## src/rtl/ace_snapshot_loader_if.sv

```systemverilog
// Download channel and loader-port bundle for the Jupiter Ace snapshot loader.
// The master side is the HPS/bench and the slave side is the loader.
interface ace_snapshot_loader_if;
    logic        ioctl_download;
    logic        ioctl_wr;
    logic [7:0]  ioctl_dout;
    logic        ioctl_wait;
    logic        loader_en;
    logic [15:0] loader_addr;
    logic [7:0]  loader_data;
    logic        loader_wr;
    logic        overflow;

    modport master (
        output ioctl_download, ioctl_wr, ioctl_dout,
        input  ioctl_wait, loader_en, loader_addr,
        input  loader_data, loader_wr, overflow
    );

    modport slave (
        input  ioctl_download, ioctl_wr, ioctl_dout,
        output ioctl_wait, loader_en, loader_addr,
        output loader_data, loader_wr, overflow
    );
endinterface

```

## src/rtl/ace_snapshot_loader.sv

```systemverilog
// Expands an RLE-compressed .ace snapshot into Jupiter Ace loader-port writes.
// loader_addr is left one past the last byte written, for the SP fix-up.
module ace_snapshot_loader #(
    parameter logic [15:0] BASE_ADDR = 16'h2000,
    parameter logic [7:0]  ESC_BYTE  = 8'hED
) (
    input  logic                  clk,
    input  logic                  reset,
    ace_snapshot_loader_if.slave  bus
);
    typedef enum logic [2:0] {
        IDLE, GET, ESC, CNT, WR, ADV, DONE
    } state_t;

    state_t      state, state_nx;
    logic [15:0] addr, addr_nx;
    logic [7:0]  data, data_nx;
    logic [7:0]  cnt, cnt_nx;
    logic        ovf, ovf_nx;
    logic        dl_q;
    logic        dl;
    logic        rise;

    assign dl   = bus.ioctl_download;
    assign rise = dl & ~dl_q;

    // Tracks the raw level even in reset so a rise during reset is lost.
    always_ff @(posedge clk) begin
        dl_q <= dl;
    end

    always_ff @(posedge clk) begin
        if (reset) begin
            state <= IDLE;
            addr  <= BASE_ADDR;
            data  <= 8'h00;
            cnt   <= 8'h00;
            ovf   <= 1'b0;
        end else begin
            state <= state_nx;
            addr  <= addr_nx;
            data  <= data_nx;
            cnt   <= cnt_nx;
            ovf   <= ovf_nx;
        end
    end

    always_comb begin
        state_nx = state;
        addr_nx  = addr;
        data_nx  = data;
        cnt_nx   = cnt;
        ovf_nx   = ovf;
        unique case (state)
            IDLE: begin
                if (rise) begin
                    state_nx = GET;
                    addr_nx  = BASE_ADDR;
                    ovf_nx   = 1'b0;
                end
            end
            GET: begin
                if (!dl) begin
                    state_nx = IDLE;
                end else if (bus.ioctl_wr) begin
                    if (bus.ioctl_dout == ESC_BYTE) begin
                        state_nx = ESC;
                    end else begin
                        data_nx  = bus.ioctl_dout;
                        cnt_nx   = 8'd1;
                        state_nx = WR;
                    end
                end
            end
            ESC: begin
                if (!dl) begin
                    state_nx = IDLE;
                end else if (bus.ioctl_wr) begin
                    if (bus.ioctl_dout == 8'h00) begin
                        state_nx = DONE;
                    end else begin
                        cnt_nx   = bus.ioctl_dout;
                        state_nx = CNT;
                    end
                end
            end
            CNT: begin
                if (!dl) begin
                    state_nx = IDLE;
                end else if (bus.ioctl_wr) begin
                    data_nx  = bus.ioctl_dout;
                    state_nx = WR;
                end
            end
            WR: begin
                state_nx = ADV;
            end
            ADV: begin
                if (addr == 16'hFFFF) begin
                    ovf_nx = 1'b1;
                end else begin
                    addr_nx = addr + 16'd1;
                end
                cnt_nx = cnt - 8'd1;
                // A run always finishes even if the download ended mid-run.
                if (cnt == 8'd1) begin
                    state_nx = dl ? GET : IDLE;
                end else begin
                    state_nx = WR;
                end
            end
            DONE: begin
                if (!dl) begin
                    state_nx = IDLE;
                end
            end
            default: begin
                state_nx = IDLE;
            end
        endcase
    end

    assign bus.loader_en   = (state != IDLE);
    assign bus.ioctl_wait  = (state == WR) || (state == ADV);
    assign bus.loader_wr   = (state == WR) && !ovf && !reset;
    assign bus.loader_addr = addr;
    assign bus.loader_data = data;
    assign bus.overflow    = ovf;
endmodule

```

## src/flat_wrapper.sv

```systemverilog
// flat-port wrapper written by rule: the top's interface ports become plain ports
module ace_snapshot_loader_flat 
#(
    parameter logic [15:0] BASE_ADDR = 16'h2000,
    parameter logic [7:0]  ESC_BYTE  = 8'hED
)
  (clk, reset, bus_ioctl_download, bus_ioctl_wr, bus_ioctl_dout, bus_ioctl_wait, bus_loader_en, bus_loader_addr, bus_loader_data, bus_loader_wr, bus_overflow);
  ace_snapshot_loader_if bus_i ();
  input  logic clk;
  input  logic reset;
  input wire logic [$bits(bus_i.ioctl_download)-1:0] bus_ioctl_download;
  input wire logic [$bits(bus_i.ioctl_wr)-1:0] bus_ioctl_wr;
  input wire logic [$bits(bus_i.ioctl_dout)-1:0] bus_ioctl_dout;
  output wire logic [$bits(bus_i.ioctl_wait)-1:0] bus_ioctl_wait;
  output wire logic [$bits(bus_i.loader_en)-1:0] bus_loader_en;
  output wire logic [$bits(bus_i.loader_addr)-1:0] bus_loader_addr;
  output wire logic [$bits(bus_i.loader_data)-1:0] bus_loader_data;
  output wire logic [$bits(bus_i.loader_wr)-1:0] bus_loader_wr;
  output wire logic [$bits(bus_i.overflow)-1:0] bus_overflow;
  assign bus_i.ioctl_download = bus_ioctl_download;
  assign bus_i.ioctl_wr = bus_ioctl_wr;
  assign bus_i.ioctl_dout = bus_ioctl_dout;
  assign bus_ioctl_wait = bus_i.ioctl_wait;
  assign bus_loader_en = bus_i.loader_en;
  assign bus_loader_addr = bus_i.loader_addr;
  assign bus_loader_data = bus_i.loader_data;
  assign bus_loader_wr = bus_i.loader_wr;
  assign bus_overflow = bus_i.overflow;
  ace_snapshot_loader #(.BASE_ADDR(BASE_ADDR), .ESC_BYTE(ESC_BYTE)) u_core (.clk(clk), .reset(reset), .bus(bus_i));
endmodule
```

## config.mk

```make
export PLATFORM = sky130hd
export DESIGN_NAME = ace_snapshot_loader_flat
export DESIGN_NICKNAME = d
export VERILOG_FILES = /design/src/rtl/ace_snapshot_loader_if.sv /design/src/rtl/ace_snapshot_loader.sv /design/src/flat_wrapper.sv
export SDC_FILE = /design/constraint.sdc
export NUM_CORES = 1
export LEC_CHECK = 0
export ABC_AREA = 1
export BUFFER_PORTS_ARGS = -buffer_cell sky130_fd_sc_hd__buf_4
export CORE_MARGIN = 8
export CORE_UTILIZATION = 30
export DETAILED_ROUTE_END_ITERATION = 7
export PLACE_DENSITY_LB_ADDON = 0.05
export SETUP_SLACK_MARGIN = 0.15
export SLEW_MARGIN = 10
export SYNTH_ARGS = -nofsm -noshare
export SYNTH_HDL_FRONTEND = slang
export SYNTH_SLANG_ARGS = --single-unit
```

## constraint.sdc

```tcl
create_clock -name clk -period 1.9 [get_ports clk]
set_clock_uncertainty 0.05 [all_clocks]
set_input_delay 0.38 -clock clk [delete_from_list [all_inputs] [get_ports clk]]
set_output_delay 0.38 -clock clk [all_outputs]
set_load 0.02 [all_outputs]
```

==> flow_metrics.tcl, run 1 <==
set metrics [dict create \
    fp-row-count 31 \
    dpl.cell_count 512 \
    post-route-min-period_ns 1.655 \
    worst_pin_slew_ns 0.4580 \
    grt_pass1_wl_um 11140 \
    drc 0 \
    slew_violations 0 \
    via_per_inst 4.524 \
    vdd_ir_drop_max_mv 0.4983 \
    p_sw_share_pct 45.57 \
    root_buffer "clkbuf_8" \
    hold_buffers 0 \
    netlist-cell-type-count 28 \
    die_h_um 102.1 \
    syn-cell-area_um2 2225 \
    avgSynthCellArea_um2 6.095 \
    p_comb_share_pct 50.3 \
    drt_iter0_markers 111 \
    post_drt_wl_per_cell_um 12.77 \
    grt_pass1_vias 2338 \
    antenna_found_initial 0 \
    total_power_uw 3357 \
    syn_inst 365 \
    synthXorXnorAreaFrac_pct 1.969 \
    stdcell_count 523 \
    p_leak_uw 0.001334 \
    layout-drive-gt1-share_pct 20.99 \
    via_count 2366 \
    yosysTopAreaCell "dfxtp_1" \
    ys_warn_count 0 \
    path_clk_slew_ns 0.08 \
    synth_top_family_by_area "simple AND/OR/NAND/NOR gates" \
    synth_top_area_share_pct 33.30 \
    worstPathMaxFanout 5 \
    clk_path_buf_depth 2 \
    min_path_type "input pin to flip-flop" \
    overflow 0 \
    placed_cell_area_um2 2714 \
    power_density_nw_per_um2 1174 \
    first_pass_iters 4 \
    dieArea_um2 10430 \
    io_buffers 39 \
    cts_tree "yes" \
    ys_seq_elements 37 \
    start_kind "flip-flop" \
    groute.usage.overall_pct 13.49 \
    setup_viol 0 \
    yosys-mux-area-fraction_pct 0 \
    max_slew_margin_pct 69.47 \
    critPathArrivalTime_ns 1.23 \
    io_pins 40 \
    internal_power_uw 1827 \
    ant_nets 0 \
    initial_core_util_pct 30.84 \
    synth_simple_gate_area_share_pct 43.25 \
    place_congestion 0.8434 \
    fmax_mhz 604.1 \
    die_w_um 102.1 \
    clk_latency_ns 0.29 \
    max_cap_violations 0 \
    fin_area_um2 2859 \
    synth-compound-area-share_pct 11.08 \
    setup_tns_ns 0 \
    synth_area_leaders "dfxtp_1, nand2_1, nor2_1, nand3_1, inv_1" \
    ys_seq_area_share_pct 33.30 \
    endpoint_kind "output pin" \
    required_ns 1.47 \
    p_switching_uw 1530 \
    dpl.hpwl_um 5258 \
    synth_fa_ha_area_share_pct 1.687 \
    crit_type "flip-flop to output pin" \
    h-tree-depth 2 \
    nets 438 \
    wirelength_um 6677 \
    core-area_um2 7214 \
    status "finished, final reports clean" \
    report.final.hold_viol_count 0 \
    cts_buffers 5 \
    syn_nets 380 \
    area_delta_synth_final_pct 28.52 \
    period_share_pct 87.12 \
    clkPwrFrac_pct 16.4 \
    pwr-share-seq_pct 33.3 \
    cts_num_sinks 37 \
    rsz0062_at_grt "yes" \
    grt_max_degree 17 \
    n_antenna_cell 0 \
]
[layer usage]
metal	GRT usage, %	vias up	wire length (um)
met3	4.087	6	343
met5	0	-	0
li1	-	1267	-
met1	15.76	1050	2954
met2	23.59	43	3320
met4	2.822	0	59
[kinds of logic (layout without fill, tap and decap cells)]
logic type                 after synthesis  after routing
adders and majority gates                3              3
and+or+nand+nor                        226            226
DFF                                     37             37
xor gates and xnor gates                 5              5
AOI/OAI and AO/OA                       47             47
buffers and inverters                   47            106
[final timing paths]
check                            start                   endpoint  slack, ns  depth (start not counted)
max                    u_core.state[1]             bus_ioctl_wait       0.24                          6
min                 bus_ioctl_download                u_core.dl_q       0.17                          1
max reg2reg  u_core.bus.loader_addr[1]  u_core.bus.loader_addr[1]       0.26                          8
min reg2reg  u_core.bus.loader_data[2]  u_core.bus.loader_data[2]       0.44                          2
[power by group through the flow]
stage	Combinational, uW	Clock [uW]	Sequential [uW]
after detailed placement	1680	0	1120
after global routing	1950	624	1140
after floorplan	1110	0	1200
final	1690	552	1120
after global placement	1670	0	1120
after CTS	1700	585	1110
[cell usage after synthesis, drive strengths merged]
| library cell | count |
|---|---|
| a21oi | 19 |
| a22oi | 1 |
| buf | 4 |
| clkbuf | 2 |
| clkinv | 1 |
| dfxtp | 37 |
| ha | 3 |
| inv | 40 |
| nand2 | 96 |
| nand3 | 30 |
| nand4 | 5 |
| nor2 | 86 |
| nor3 | 3 |
| nor3b | 2 |
| o21ai | 25 |
| o21bai | 2 |
| or2 | 4 |
| xnor2 | 1 |
| xor2 | 4 |
[worst max-delay path, stage by stage (launching register included)]
cell and delay [ns]:
dfxtp_2 0.35, inv_1 0.08, nand2_2 0.09, nor2_4 0.13, inv_1 0.08, nand2_1 0.07
buf_4 0.14
[layout make-up]
class	count	area, um2
flip-flops and latches	37	744.5
fillers	828	4355
clock inverters	2	10.01
inverters	41	153.9
repair buffers	57	427.9
multi-input cells	281	1326
well taps	99	123.9
clock buffers	6	72.57
[metrics by stage]
| step | setup slack [ns] | hold WS (ns) | utilization, % |
|---|---|---|---|
| 5_1_grt | 0.1067 | 0.1456 | 39.63 |
| 4_1_cts | 0.1225 | 0.1567 | 39.04 |
| 3_3_place_gp | 0.1387 | 0.4191 | 37.62 |
| 6_report | 0.2447 | 0.1658 | 39.63 |
| 3_5_place_dp | 0.09763 | 0.4231 | 37.62 |
| 2_1_floorplan | 0.1853 | 0.3577 | - |
[registers in the layout (all words and copies together) (netlist names)]
signal / flops
u_core.bus.loader_addr: 16
u_core.bus.loader_data: 8
u_core.cnt: 8
u_core.state: 3
u_core.bus.overflow: 1
u_core.dl_q: 1
[cell usage in the layout, fill, tap and decap left out]
cell / instances
nand2_1: 92
nor2_1: 80
buf_4: 57
inv_1: 37
dfxtp_1: 34
nand3_1: 27
o21ai_0: 23
a21oi_1: 19
nand4_1: 5
clkbuf_8: 5
or2_2: 4
xor2_1: 4
inv_2: 3
nand2_2: 3
nor2_4: 3
nor2_2: 3
nor3_1: 3
dfxtp_2: 3
nand3_2: 2
nor3b_1: 2
o21bai_1: 2
ha_1: 2
clkinv_2: 2
o21ai_1: 1
clkinv_1: 1
a22oi_1: 1
nand3_4: 1
nand2_8: 1
o21ai_2: 1
xnor2_1: 1
ha_2: 1
clkbuf_1: 1
[what timing repair did]
item,CTS,global route
setup endpoints to repair,4,23
buffers inserted,0,3
gates resized for setup,4,7
pin swaps,0,2
Note: power is estimated with default switching activity, not from simulation.
==> run 2: changes to the inputs <==
==> constraint.sdc (replaced) <==
create_clock -name clk -period 1.9 [get_ports clk]
set_clock_uncertainty 0.05 [all_clocks]
set_input_delay 0.285 -clock clk [delete_from_list [all_inputs] [get_ports clk]]
set_output_delay 0.285 -clock clk [all_outputs]
set_load 0.02 [all_outputs]
==> flow_metrics.tcl, run 2 (synthesis gave the netlist of run 1 again) <==
set metrics [dict create \
    clk_latency_ns 0.29 \
    place_congestion 0.8284 \
    layout-drive-gt1-share_pct 20.43 \
    holdCritStartpoint "bus_ioctl_download" \
    clkPwrFrac_pct 16.5 \
    hold_buffers 0 \
    final_cell_mix "nand2_1, nor2_1, buf_4" \
    num-fill-cells 824 \
    clk_path_buf_depth 2 \
    hold_path_depth 1 \
    drt_iter0_markers 82 \
    groute.usage.overall_pct 13.23 \
    rsz0062_at_grt "yes" \
    ant_nets 0 \
    crit_chain "inv_1 > nand2_2 > nor2_4 > inv_1 > buf_4 > nand2_1 > buf_4" \
    final_common_cell "nand2_1" \
    first_pass_iters 4 \
    placed_cell_area_um2 2706 \
    setup_tns_ns 0 \
    endpoint_kind "output pin" \
    report.final.hold_viol_count 0 \
    fin_area_um2 2831 \
    status "finished, final reports clean" \
    post-route-util_pct 39.25 \
    grt_max_degree 17 \
    area_delta_synth_final_pct 27.28 \
    setup.worst_path.start "u_core.state[1]" \
    path_clk_slew_ns 0.08 \
    grt_pass1_wl_um 10930 \
    nets 435 \
    cpMaxStageDelayCell "dfxtp_2" \
    vdd_ir_drop_max_mv 0.7161 \
    p_switching_uw 1503 \
    cpPeakStageDelay_ns 0.34 \
    fmax_mhz 596.4 \
    io_buffers 39 \
    internal_power_uw 1827 \
    fp-row-count 31 \
    worstRegToRegCells 8 \
    p_leak_uw 0.001318 \
    core-area_um2 7214 \
    post_drt_wl_per_cell_um 12.55 \
    p_comb_share_pct 50.1 \
    die_h_um 102.1 \
    antenna_found_initial 0 \
    critPathArrivalTime_ns 1.34 \
    via_count 2349 \
    via_per_inst 4.517 \
    max_slew_margin_pct 68.50 \
    cts_tree "yes" \
    max_cap_violations 0 \
    worst_pin_slew_ns 0.4725 \
    io_pins 40 \
    initial_core_util_pct 30.84 \
    dpl.hpwl_um 5190 \
    root_buffer "clkbuf_8" \
    period_share_pct 88.25 \
    min_path_type "input pin to flip-flop" \
    crit_type "flip-flop to output pin" \
    dieArea_um2 10430 \
    start_kind "flip-flop" \
    cts_buffers 5 \
    h-tree-depth 2 \
    overflow 0 \
    die_w_um 102.1 \
    n_antenna_cell 0 \
    timing.rr.start "u_core.bus.loader_addr[1]" \
    cts_num_sinks 37 \
    p_sw_share_pct 45.14 \
    drc 0 \
    required_ns 1.56 \
    pwr-share-seq_pct 33.4 \
    slew_violations 0 \
    grt_pass1_vias 2333 \
    wirelength_um 6528 \
    setup_viol 0 \
    worstPathMaxFanout 7 \
    largest_reg_flops 16 \
    power_density_nw_per_um2 1176 \
    post-route-min-period_ns 1.677 \
]
## run 2: area by class of cell
class | count | area, um2 | area share (%)
clock buffer | 6 | 72.57 | 2.563
clock inverter | 2 | 10.01 | 0.3535
inverter | 41 | 153.9 | 5.435
multi-input combinational | 281 | 1321 | 46.66
sequential | 37 | 744.5 | 26.29
tap | 99 | 123.9 | 4.375
timing repair buffer | 54 | 405.4 | 14.32
## run 2: worst max-delay path, delay by kind of cell (launching register included)
family	cells	cell delay [ns]
buf+inv	4	0.44
flops	1	0.34
simple gates	3	0.27
## run 2: layer usage
layer	wire length (um)	global-route usage, %
met4	55	3.725
met2	3287	24.14
met3	294	3.134
met1	2890	14.83
met5	0	0
## run 2: path summary, 6_finish.rpt
path	to	slack, ns
max	bus_ioctl_wait	0.22
min	u_core.dl_q	0.08
max reg2reg	u_core.bus.loader_addr[1]	0.25
min reg2reg	u_core.cnt[1]	0.44
## run 2: timing repair
item	4_1_cts	5_1_grt
hold endpoints to repair	0	0
buffers inserted	0	1
gates resized for setup	5	5
setup endpoints to repair	5	18
pin swaps	0	2
## run 2: per-stage QoR
stage / setup slack [ns] / std cells / hold slack, ns / total power [uW]
after floorplan: 0.1853 / 365 / 0.2627 / 2310
after global placement: 0.1417 / 511 / 0.3790 / 2786
after detailed placement: 0.08401 / 511 / 0.3788 / 2782
after CTS: 0.09920 / 519 / 0.06587 / 3358
after global routing: 0.1451 / 520 / 0.06726 / 3659
final: 0.2233 / 520 / 0.07627 / 3330
## run 2: power groups by stage
stage / Combinational, uW / Sequential [uW] / Clock (uW)
floorplan: 1110 / 1200 / 0
global placement: 1660 / 1120 / 0
detailed placement: 1660 / 1120 / 0
CTS: 1680 / 1110 / 569
global route: 1930 / 1130 / 596
finish: 1670 / 1110 / 549
==> run 3: changes to the inputs <==
--- a/config.mk
+++ b/config.mk
@@ -7,8 +7,8 @@
 export LEC_CHECK = 0
 export ABC_AREA = 1
 export BUFFER_PORTS_ARGS = -buffer_cell sky130_fd_sc_hd__buf_4
-export CORE_MARGIN = 8
 export CORE_UTILIZATION = 30
+export CTS_BUF_LIST = sky130_fd_sc_hd__clkbuf_8
 export DETAILED_ROUTE_END_ITERATION = 7
 export PLACE_DENSITY_LB_ADDON = 0.05
 export SETUP_SLACK_MARGIN = 0.15
==> flow_metrics.tcl, run 3 (synthesis gave the netlist of run 1 again) <==
set metrics [dict create \
    start_kind "flip-flop" \
    dpl.hpwl_um 4796 \
    holdCritStartpoint "bus_ioctl_download" \
    multi_input_area_um2 1313 \
    fp-row-count 31 \
    largest_reg_flops 16 \
    overflow 0 \
    grt_max_degree 17 \
    max_cap_violations 0 \
    vdd_ir_drop_max_mv 0.6042 \
    drc 0 \
    final_common_cell "nand2_1" \
    holdWs_ns 0.07361 \
    ant_nets 0 \
    clkPwrFrac_pct 20.6 \
    clk_latency_ns 0.29 \
    fmax_mhz 603.0 \
    num-fill-cells 817 \
    critPathTopFamily "flip-flops" \
    timing.final.ws_setup_ns 0.2416 \
    power_density_nw_per_um2 1223 \
    timing.rr.start "u_core.state[0]" \
    post_drt_wl_per_cell_um 12.09 \
    p_switching_uw 1508 \
    cts_num_sinks 37 \
    io_buffers 39 \
    first_pass_iters 5 \
    via_per_inst 4.527 \
    crit_chain "nand2_2 > nor2_4 > inv_1 > buf_4 > nand2_1 > buf_4" \
    p_sw_share_pct 42.98 \
    dieArea_um2 7763 \
    final_cell_mix "nand2_1, nor2_1, buf_4" \
    post-route-min-period_ns 1.658 \
    n_antenna_cell 0 \
    cpPeakStageDelay_ns 0.38 \
    cts_tree "yes" \
    cts_buffers 5 \
    report.final.hold_viol_count 0 \
    pre_cts_ws_ns 0.1505 \
    nets 435 \
    path_common_cell "buf_4" \
    r2r-end "u_core.bus.loader_addr[5]" \
    min_to "u_core.dl_q" \
    place_congestion 0.8384 \
    via_count 2354 \
    internal_power_uw 2001 \
    setup_viol 0 \
    pwr-share-seq_pct 31.7 \
    path_buf_inv 3 \
    wirelength_um 6289 \
    die_w_um 88.11 \
    critPathArrivalTime_ns 1.32 \
    worstRegToRegCells 9 \
    core-area_um2 7214 \
    required_ns 1.56 \
    grt_pass1_wl_um 10360 \
    groute.usage.overall_pct 17.55 \
    cpMaxStageDelayCell "dfxtp_2" \
    p_comb_share_pct 47.7 \
    min_path_type "input pin to flip-flop" \
    area_delta_synth_final_pct 29.02 \
    setup_tns_ns 0 \
    rsz0062_at_grt "yes" \
    p_leak_uw 0.001336 \
    hold_path_depth 1 \
    io_pins 40 \
    hold_buffers 0 \
    worstPathMaxFanout 7 \
    grt_pass1_vias 2196 \
    root_buffer "clkbuf_8" \
    die_h_um 88.11 \
    max_slew_margin_pct 70.42 \
    clk_path_buf_depth 2 \
    endpoint_kind "output pin" \
    layout-drive-gt1-share_pct 20.90 \
    crit_type "flip-flop to output pin" \
    initial_core_util_pct 30.84 \
    h-tree-depth 2 \
    path_clk_slew_ns 0.08 \
    status "finished, final reports clean" \
    seqCellArea_um2 745.7 \
    rrSetupSlack_ns 0.29 \
    drt_iter0_markers 75 \
    slew_violations 0 \
    worst_pin_slew_ns 0.4437 \
    antenna_found_initial 0 \
    period_share_pct 87.28 \
]
[run 3: cell count changes in the layout (fill, tap and decap cells not counted)]
cell and delta:
bufinv_16 +1, clkbuf_1 -1, nand2_8 -1, clkbuf_8 +1, clkinv_2 -2, buf_12 +1, dfxtp_1 -1, dfxtp_2 +1
inv_2 +1, nand2_4 +1, buf_4 -1
[run 3: power groups by stage]
stage               Clock [uW]  Sequential [uW]  Combinational (uW)
floorplan                    0             1200                1110
global placement             0             1120                1680
detailed placement           0             1120                1670
CTS                        755             1110                1680
global route               785             1140                1920
finish                     721             1110                1680
[run 3: what timing repair did]
action,in CTS,in global routing
cloned,0,0
pin swaps,0,2
setup endpoints to repair,5,19
setup buffers,0,2
gates resized for setup,4,7
[run 3: final cells by class]
| cell class | instances | area share [%] |
|---|---|---|
| multi-input cells | 281 | 45.73 |
| flip-flops and latches | 37 | 25.98 |
| repair buffers | 54 | 14.56 |
| inverters | 41 | 5.362 |
| well taps | 99 | 4.316 |
| clock buffers | 6 | 2.877 |
| clock inverters | 2 | 1.177 |
[run 3: worst max-delay path by stage]
stage / startpoint / endpoint / slack [ns] / cells after the start
floorplan: u_core.bus.loader_addr[0] / u_core.bus.loader_addr[3] / 0.19 / 8
global placement: u_core.bus.loader_addr[1] / u_core.bus.loader_addr[14] / 0.21 / 8
detailed placement: u_core.bus.loader_addr[1] / u_core.bus.loader_addr[5] / 0.15 / 8
CTS: u_core.state[1] / bus_ioctl_wait / 0.15 / 7
global route: u_core.bus.loader_addr[14] / u_core.bus.loader_addr[14] / 0.14 / 9
finish: u_core.state[0] / bus_ioctl_wait / 0.24 / 6
[run 3: per-stage QoR]
step | util, % | power, uW | instances | instance area, um2
2_1_floorplan | - | 2310 | 365 | 2225
3_3_place_gp | 37.58 | 2798 | 510 | 2711
3_5_place_dp | 37.58 | 2795 | 510 | 2711
4_1_cts | 39.37 | 3547 | 518 | 2840
5_1_grt | 39.78 | 3844 | 520 | 2870
6_report | 39.78 | 3509 | 520 | 2870
[run 3: layer usage]
metal | vias to the layer above | wire length, um | track usage (%)
li1 | 1262 | - | -
met2 | 53 | 3068 | 31.57
met4 | 0 | 77 | 5.279
met5 | - | 0 | 0
met3 | 7 | 266 | 3.299
met1 | 1032 | 2876 | 21.12
